`src/rtl/lookahead_sum_if.sv`:
```
// Beat bus for the lookahead sum stage: upstream lookahead vectors in, registered sum beats out.
interface lookahead_sum_if #(
  parameter int WIDTH = 16,
  parameter int CNT_W = 8
);
  logic             in_valid;
  logic             in_ready;
  logic [WIDTH-1:0] in_p;
  logic [WIDTH-1:0] in_g;
  logic [WIDTH-1:0] in_pp;
  logic             in_cin;
  logic             in_first;
  logic             in_last;
  logic             out_valid;
  logic             out_ready;
  logic [WIDTH-1:0] out_sum;
  logic             out_cout;
  logic             out_first;
  logic             out_last;
  logic [CNT_W-1:0] out_idx;
  logic             err_seq;

  modport master (
    output in_valid, in_p, in_g, in_pp, in_cin, in_first, in_last, out_ready,
    input  in_ready, out_valid, out_sum, out_cout, out_first, out_last, out_idx, err_seq
  );

  modport slave (
    input  in_valid, in_p, in_g, in_pp, in_cin, in_first, in_last, out_ready,
    output in_ready, out_valid, out_sum, out_cout, out_first, out_last, out_idx, err_seq
  );
endinterface

```
`src/rtl/lookahead_sum_stage.sv`:
```
// Final sum stage of a carry-lookahead adder: applies the real carry-in, chains carry across
// beats of a multi-word add, and registers results in a 2-entry skid buffer.
module lookahead_sum_stage #(
  parameter int WIDTH = 16,
  parameter int CNT_W = 8
) (
  input logic           clk,
  input logic           rst_n,
  lookahead_sum_if.slave bus
);
  typedef enum logic {IDLE = 1'b0, CHAIN = 1'b1} state_t;

  typedef struct packed {
    logic [WIDTH-1:0] sum;
    logic             cout;
    logic             first;
    logic             last;
    logic [CNT_W-1:0] idx;
  } beat_t;

  localparam logic [CNT_W-1:0] IDX_MAX = '1;

  function automatic logic [WIDTH-1:0] carry_vec(input logic [WIDTH-1:0] g,
                                                 input logic [WIDTH-1:0] pp,
                                                 input logic             ci);
    logic [WIDTH-1:0] c;
    c[0] = ci;
    for (int i = 0; i < WIDTH-1; i++) c[i+1] = g[i] | (pp[i] & ci);
    return c;
  endfunction

  function automatic logic [CNT_W-1:0] sat_inc(input logic [CNT_W-1:0] v);
    return (v == IDX_MAX) ? v : v + 1'b1;
  endfunction

  state_t           state_q, state_d;
  logic             carry_q;
  logic [CNT_W-1:0] idx_q;
  logic             err_q;
  beat_t            skid_p1 [2];
  logic             wr_ptr_q, rd_ptr_q;
  logic [1:0]       cnt_q;

  logic             push, pop, restart, ci, err_d;
  logic [CNT_W-1:0] idx_d;
  beat_t            beat_p0, head_p1;

  // Ready comes only from the registered count, so a full buffer refuses even while draining.
  assign bus.in_ready = (cnt_q != 2'd2);
  assign push         = bus.in_valid & bus.in_ready;
  assign pop          = (cnt_q != 2'd0) & bus.out_ready;

  always_ff @(posedge clk or negedge rst_n) begin
    if (!rst_n) state_q <= IDLE;
    else        state_q <= state_d;
  end

  always_comb begin
    state_d = state_q;
    if (push) state_d = bus.in_last ? IDLE : CHAIN;
  end

  // A beat restarts the chain from IDLE or when it claims first; both misuses raise err_seq.
  always_comb begin
    restart       = (state_q == IDLE) | bus.in_first;
    ci            = restart ? bus.in_cin : carry_q;
    idx_d         = restart ? '0 : sat_inc(idx_q);
    err_d         = push & ((state_q == IDLE) ? ~bus.in_first : bus.in_first);
    beat_p0       = '0;
    beat_p0.sum   = bus.in_p ^ carry_vec(bus.in_g, bus.in_pp, ci);
    beat_p0.cout  = bus.in_g[WIDTH-1] | (bus.in_pp[WIDTH-1] & ci);
    beat_p0.first = restart;
    beat_p0.last  = bus.in_last;
    beat_p0.idx   = idx_d;
  end

  // Stage p0 -> p1: chain state and skid buffer storage
  always_ff @(posedge clk or negedge rst_n) begin
    if (!rst_n) begin
      carry_q  <= 1'b0;
      idx_q    <= '0;
      err_q    <= 1'b0;
      wr_ptr_q <= 1'b0;
      rd_ptr_q <= 1'b0;
      cnt_q    <= 2'd0;
      for (int i = 0; i < 2; i++) skid_p1[i] <= '0;
    end else begin
      err_q <= err_d;
      if (push) begin
        carry_q           <= beat_p0.cout;
        idx_q             <= idx_d;
        skid_p1[wr_ptr_q] <= beat_p0;
        wr_ptr_q          <= ~wr_ptr_q;
      end
      if (pop) rd_ptr_q <= ~rd_ptr_q;
      case ({push, pop})
        2'b10:   cnt_q <= cnt_q + 2'd1;
        2'b01:   cnt_q <= cnt_q - 2'd1;
        default: cnt_q <= cnt_q;
      endcase
    end
  end

  assign head_p1       = (cnt_q != 2'd0) ? skid_p1[rd_ptr_q] : '0;
  assign bus.out_valid = (cnt_q != 2'd0);
  assign bus.out_sum   = head_p1.sum;
  assign bus.out_cout  = head_p1.cout;
  assign bus.out_first = head_p1.first;
  assign bus.out_last  = head_p1.last;
  assign bus.out_idx   = head_p1.idx;
  assign bus.err_seq   = err_q;
endmodule

```
`src/flat_wrapper.sv`:
```
// flat-port wrapper written by rule: the top's interface ports become plain ports
module lookahead_sum_stage_flat 
#(
  parameter int WIDTH = 16,
  parameter int CNT_W = 8
)
  (clk, rst_n, bus_in_valid, bus_in_p, bus_in_g, bus_in_pp, bus_in_cin, bus_in_first, bus_in_last, bus_out_ready, bus_in_ready, bus_out_valid, bus_out_sum, bus_out_cout, bus_out_first, bus_out_last, bus_out_idx, bus_err_seq);
  lookahead_sum_if #(.WIDTH(WIDTH), .CNT_W(CNT_W)) bus_i ();
  input logic clk;
  input logic rst_n;
  input wire logic [$bits(bus_i.in_valid)-1:0] bus_in_valid;
  input wire logic [$bits(bus_i.in_p)-1:0] bus_in_p;
  input wire logic [$bits(bus_i.in_g)-1:0] bus_in_g;
  input wire logic [$bits(bus_i.in_pp)-1:0] bus_in_pp;
  input wire logic [$bits(bus_i.in_cin)-1:0] bus_in_cin;
  input wire logic [$bits(bus_i.in_first)-1:0] bus_in_first;
  input wire logic [$bits(bus_i.in_last)-1:0] bus_in_last;
  input wire logic [$bits(bus_i.out_ready)-1:0] bus_out_ready;
  output wire logic [$bits(bus_i.in_ready)-1:0] bus_in_ready;
  output wire logic [$bits(bus_i.out_valid)-1:0] bus_out_valid;
  output wire logic [$bits(bus_i.out_sum)-1:0] bus_out_sum;
  output wire logic [$bits(bus_i.out_cout)-1:0] bus_out_cout;
  output wire logic [$bits(bus_i.out_first)-1:0] bus_out_first;
  output wire logic [$bits(bus_i.out_last)-1:0] bus_out_last;
  output wire logic [$bits(bus_i.out_idx)-1:0] bus_out_idx;
  output wire logic [$bits(bus_i.err_seq)-1:0] bus_err_seq;
  assign bus_i.in_valid = bus_in_valid;
  assign bus_i.in_p = bus_in_p;
  assign bus_i.in_g = bus_in_g;
  assign bus_i.in_pp = bus_in_pp;
  assign bus_i.in_cin = bus_in_cin;
  assign bus_i.in_first = bus_in_first;
  assign bus_i.in_last = bus_in_last;
  assign bus_i.out_ready = bus_out_ready;
  assign bus_in_ready = bus_i.in_ready;
  assign bus_out_valid = bus_i.out_valid;
  assign bus_out_sum = bus_i.out_sum;
  assign bus_out_cout = bus_i.out_cout;
  assign bus_out_first = bus_i.out_first;
  assign bus_out_last = bus_i.out_last;
  assign bus_out_idx = bus_i.out_idx;
  assign bus_err_seq = bus_i.err_seq;
  lookahead_sum_stage #(.WIDTH(WIDTH), .CNT_W(CNT_W)) u_core (.clk(clk), .rst_n(rst_n), .bus(bus_i));
endmodule
```
`config.mk`:
```
export PLATFORM = sky130hd
export DESIGN_NAME = lookahead_sum_stage_flat
export DESIGN_NICKNAME = d
export VERILOG_FILES = /design/src/rtl/lookahead_sum_if.sv /design/src/rtl/lookahead_sum_stage.sv /design/src/flat_wrapper.sv
export SDC_FILE = /design/constraint.sdc
export NUM_CORES = 1
export LEC_CHECK = 0
export CORE_MARGIN = 10
export CORE_UTILIZATION = 35
export DETAILED_ROUTE_END_ITERATION = 7
export HOLD_SLACK_MARGIN = 0.12
export PLACE_DENSITY = 0.69
export SLEW_MARGIN = 10
export SYNTH_ARGS = -nofsm -noshare
export SYNTH_HDL_FRONTEND = slang
export SYNTH_SLANG_ARGS = --single-unit
export TNS_END_PERCENT = 20
```
`constraint.sdc`:
```
create_clock -name clk -period 1.8 [get_ports clk]
set_input_delay 0.36 -clock clk [delete_from_list [all_inputs] [get_ports clk]]
set_output_delay 0.36 -clock clk [all_outputs]
set_load 0.05 [all_outputs]
```
### Word-level counts from Yosys, hierarchy flattened

Index checks and enable logic that the tools add are counted.

* logic and storage cells: 86
* output and inout port bits: 30
* register bits after elaboration: 69
* input port bits: 55

* reduce and logical (&&, ||, !) cells: 3
* magnitude comparators: 3
* multiplexer cells: 13
* bitwise operators: 43
* $add $sub $neg: 3
* equal/unequal tests: 4

Operators by type and width (number)
* $mux W27: 5
* $bwmux W54: 1
* $demux W27 S1: 1
* $and A1 B1 Y1: 19
* $or A1 B1 Y1: 17
* $mux W8: 2
* $xor A16 B16 Y16: 1
* $add A8 B1 Y8 const B: 1
* $eq A8 B8 Y1 const B: 1
* $ge A2 B2 Y1 const B: 2
* $not A1 Y1: 4
* $not A1 Y2: 2
* $pmux W2 S2: 1
* $reduce_bool A2 Y1: 2
* $mux W1: 3
* $add A2 B1 Y2 const B: 1
* $eq A2 B1 Y1 const B: 1
* $eq A2 B2 Y1 const B: 1
* $lt A2 B1 Y1 const B: 1
* $ne A2 B2 Y1 const B: 1
* $sub A2 B1 Y2 const B: 1
* $logic_and A1 B1 Y1: 1

### Longest topological paths before layout

* depth after elaboration: 7
* depth in mapped cells: 7
* mapped depth without buffers: 7

### Worst setup path before layout

Ideal clock, no wire load.

* path type: flip-flop to output port
* from: register u_core.rd_ptr_q
* to: output port bus_out_cout
* arrival time: 1576 ps
* path buffers: 2
* data required time: 1440 ps
* setup slack: -136 ps
* cell stages (with the launch flop): 5
* cell sequence: dfrtp_1 > buf_2 > buf_2 > mux2i_1 > nor2_1

* word-level cells in the longest chain between the ends: 5

RTL lines
* from (decl): RTL line lookahead_sum_stage.sv:41 `logic wr_ptr_q, rd_ptr_q;`
* from (signal assigned): RTL line lookahead_sum_stage.sv:95 `if (pop) rd_ptr_q <= ~rd_ptr_q;`
* $not A1 Y2 (implied by the code): RTL line lookahead_sum_stage.sv:104 `assign head_p1 = (cnt_q != 2'd0) ? skid_p1[rd_ptr_q] : '0;`
* $mux W27 (implied by the code) (3 in a row): RTL line lookahead_sum_stage.sv:104
* $mux W27: RTL line lookahead_sum_stage.sv:104
* to (decl): RTL line flat_wrapper.sv:22 `output wire logic [$bits(bus_i.out_cout)-1:0] bus_out_cout;`

Every way passes these cells. The select of a mux whose other input is x is not followed.

### Final worst setup path

* from: register u_core.rd_ptr_q
* to: output port bus_out_idx[2]

* word-level cells in the longest chain between the ends: 5

RTL lines
* $not A1 Y2 (implied by the code): RTL line lookahead_sum_stage.sv:104
* $mux W27 (implied by the code) (3 in a row): RTL line lookahead_sum_stage.sv:104
* $mux W27: RTL line lookahead_sum_stage.sv:104
* to (decl): RTL line flat_wrapper.sv:25 `output wire logic [$bits(bus_i.out_idx)-1:0] bus_out_idx;`

Every way passes these cells. The select of a mux whose other input is x is not followed.

==> run summary <==
Yosys cell types: 40
proportion of layout cells with a drive suffix above 1: 25.43%
Sequential Power Share: 26.3%
Final Slew Violations: 0
P_int: 5.284 mW
Max clock buf depth: 2
synthesized instance count: 356
Clock Sink Count: 69
status: complete, but fails checks
Final Hold Vio Count: 0
dominant cells by area after synthesis: dfrtp_1 (50%), mux2i_1 (8.3%), o21ai_0 (6.9%)
P_sw: 3.904 mW
RePlAce Congestion: 0.8556
antenna-violating nets left: 0
Layout Nets: 513
Synth warnings: 0
Hold Crit Class: reg -> reg
Initial Utilization: 35.82%
most used cell, CP: buf_12
fmax: 542.3 MHz
Slew HR: 71.22%
GRT Overall Usage: 12.82%
Area Growth Syn to Fin: 49.59%
crit path kind: reg -> out
drt pass-1 iters: 4
clock power share: 15.8%
Switching Fraction: 42.49%
largest area contributor in the netlist: dfrtp_1
final WL: 9.571 mm
critical path's slowest cell: dfrtp_1
CTS tree: done
first-pass GRT wire length: 14.92 mm
Clk pin slew, worst setup/hold paths: 0.07 ns
CP Cell Sequence: buf_12 -> mux2i_1 -> nor2_2 -> buf_12
pwr dens: 1763 nW/um2
WP data required: 1.44 ns
minimum clock period: 1.844 ns
Setup violations, final: 2
CTS Buf Count: 9
post-synth top area share: 49.55%
FP Rows: 36
worst path arrival time: 1.48 ns
Synth Net Count: 414
Setup TNS: -0.04884 ns
most frequent cells in the layout: dfrtp_1 (69), nand2_1 (54), clkdlybuf4s50_1 (53)
crit-path max cell delay: 0.40 ns
Crit. End Element: output port
initial antenna violation count: 0
post-DP HPWL: 6.928 mm
Die Height: 119.8 um
initial DRC count: 192
Leakage: 2.301 nW
chip width: 119.8 um
Max Cap Violations: 0
clock latency on the worst-skew pair: 0.35 ns
final worst slack: -0.04404 ns
# diodes: 0
peak supply drop: 0.001184 V
die area: 14,350 um2
minimum hold slack: 0.4817 ns
# IOs: 85
crit-path max FO: 18
clock skew: 0.01328 ns
synthesized flop and latch total: 69
vias per cell: 4.880
core area: 9729 um2
global route total overflow: 0
CTS Root Cell: clkbuf_8
Comb power frac: 57.9%
largest net degree at the start of global routing: 39
Mapped Area: 3485 um2
RSZ-0062 raised after global routing: true
wire per inst: 16.14 um
H-Tree Depth: 3
failing checks: negative setup slack
leading cell type in the layout, fill and taps excluded: dfrtp_1
PortBufs: 84
CP Launch Type: flop
period utilization: 102.4%
Post-route DRC: 0
Worst-Margin Slew: 0.4317 ns
Syn Area/Cell: 9.788 um2
sequential area share after synthesis: 49.55%
via count: 2,894
vias in the first global route: 2,901
worst max-delay path: cells and delay by family (launching register included):
kind / cells / cell delay, ns
buf+inv: 2 / 0.37
flops: 1 / 0.40
mux: 1 / 0.27
simple gates: 1 / 0.10
synthesized netlist by cell type (all sizes together):
cell,n
o31ai,3
a21oi,25
mux2i,29
o21a,1
nand2b,2
nor3,2
nand2,54
and3,3
o211ai,1
inv,8
mux2,10
nand3,7
o21ai,51
xnor2,5
and2,1
and4,1
o41ai,2
clkbuf,8
a21bo,1
nor2b,1
xor2,17
o21bai,1
ha,3
a22o,1
a31oi,2
nand4,3
or2,1
nor2,31
dfrtp,69
buf,12
a211oi,1
per-stage QoR:
step                setup slack, ns  utilization [%]  cells  total power, mW  area, um2
CTS                        -0.05797            52.89    591            9.186       5146
global route               -0.09230            53.58    593            9.654       5213
detailed placement          -0.3848            50.04    574            7.640       4868
finish                     -0.04404            53.58    593            9.189       5213
global placement            -0.3304            50.04    574            7.523       4868
floorplan                   -0.1356                -    356            5.227       3495
metal layers:
metal	share of wire, %	vias to the layer above	track usage [%]	wire length, um
met1	46	1384	16.79	4422
met2	46	79	20.25	4443
met3	6.7	9	3.891	640
li1	-	1422	-	-
met5	0	-	0	0
met4	0.67	0	3.167	64
sequential cells by signal (all words and copies together) (netlist names):
| register | cells |
|---|---|
| u_core.bus.err_seq | 1 |
| u_core.skid_p1 | 54 |
| u_core.carry_q | 1 |
| u_core.rd_ptr_q | 1 |
| u_core.state_q | 1 |
| u_core.idx_q | 8 |
| u_core.wr_ptr_q | 1 |
| u_core.cnt_q | 2 |
area by class of cell:
cell class,instances,area [um2]
repair buffers,106,1315
clock inverters,5,82.58
multi-input cells,261,1740
inverters,8,30.03
fillers,863,4517
well taps,133,166.4
flip-flops and latches,69,1727
clock buffers,11,151.4
cell families after synthesis:
group	count (synthesis)	share of synthesized area, %
AND/OR/NAND/NOR	106	13.21
AO/OA/AOI/OAI	89	15.26
flip-flops	69	49.55
multiplexers	39	11.67
buffers and inverters	28	3.699
XOR/XNOR	22	5.529
adder cells (fa/ha/maj)	3	1.077
final timing paths:
kind / from / slack (ns) / depth (start not counted) / to
worst min register to register: u_core.skid_p1[32] / 0.48 / 2 / u_core.skid_p1[32]
max in group asynchronous: rst_n / 0.58 / 4 / u_core.skid_p1[26]
min in group asynchronous: rst_n / 0.49 / 2 / u_core.idx_q[5]
worst min-delay path: u_core.skid_p1[32] / 0.48 / 2 / u_core.skid_p1[32]
worst max-delay path: u_core.rd_ptr_q / -0.04 / 4 / bus_out_idx[2]
worst max register to register: u_core.cnt_q[0] / 0.10 / 6 / u_core.cnt_q[1]
power groups by stage:
stage               clock network, mW  registers, mW  logic, mW
global route                     1.53           2.47       5.65
CTS                              1.48           2.39       5.32
global placement                    0           2.38       5.15
detailed placement                  0           2.41       5.23
floorplan                           0           2.35       2.87
finish                           1.45           2.41       5.32
what timing repair did:
action / CTS / global route
hold endpoints to repair: 15 / 0
endpoints found under the setup margin: 30 / 61
hold buffers: 1 / 0
pin swaps: 3 / 0
buffers inserted: 0 / 0
cloned: 0 / 2
gates resized for setup: 11 / 10
(Power assumes the default switching activity.)
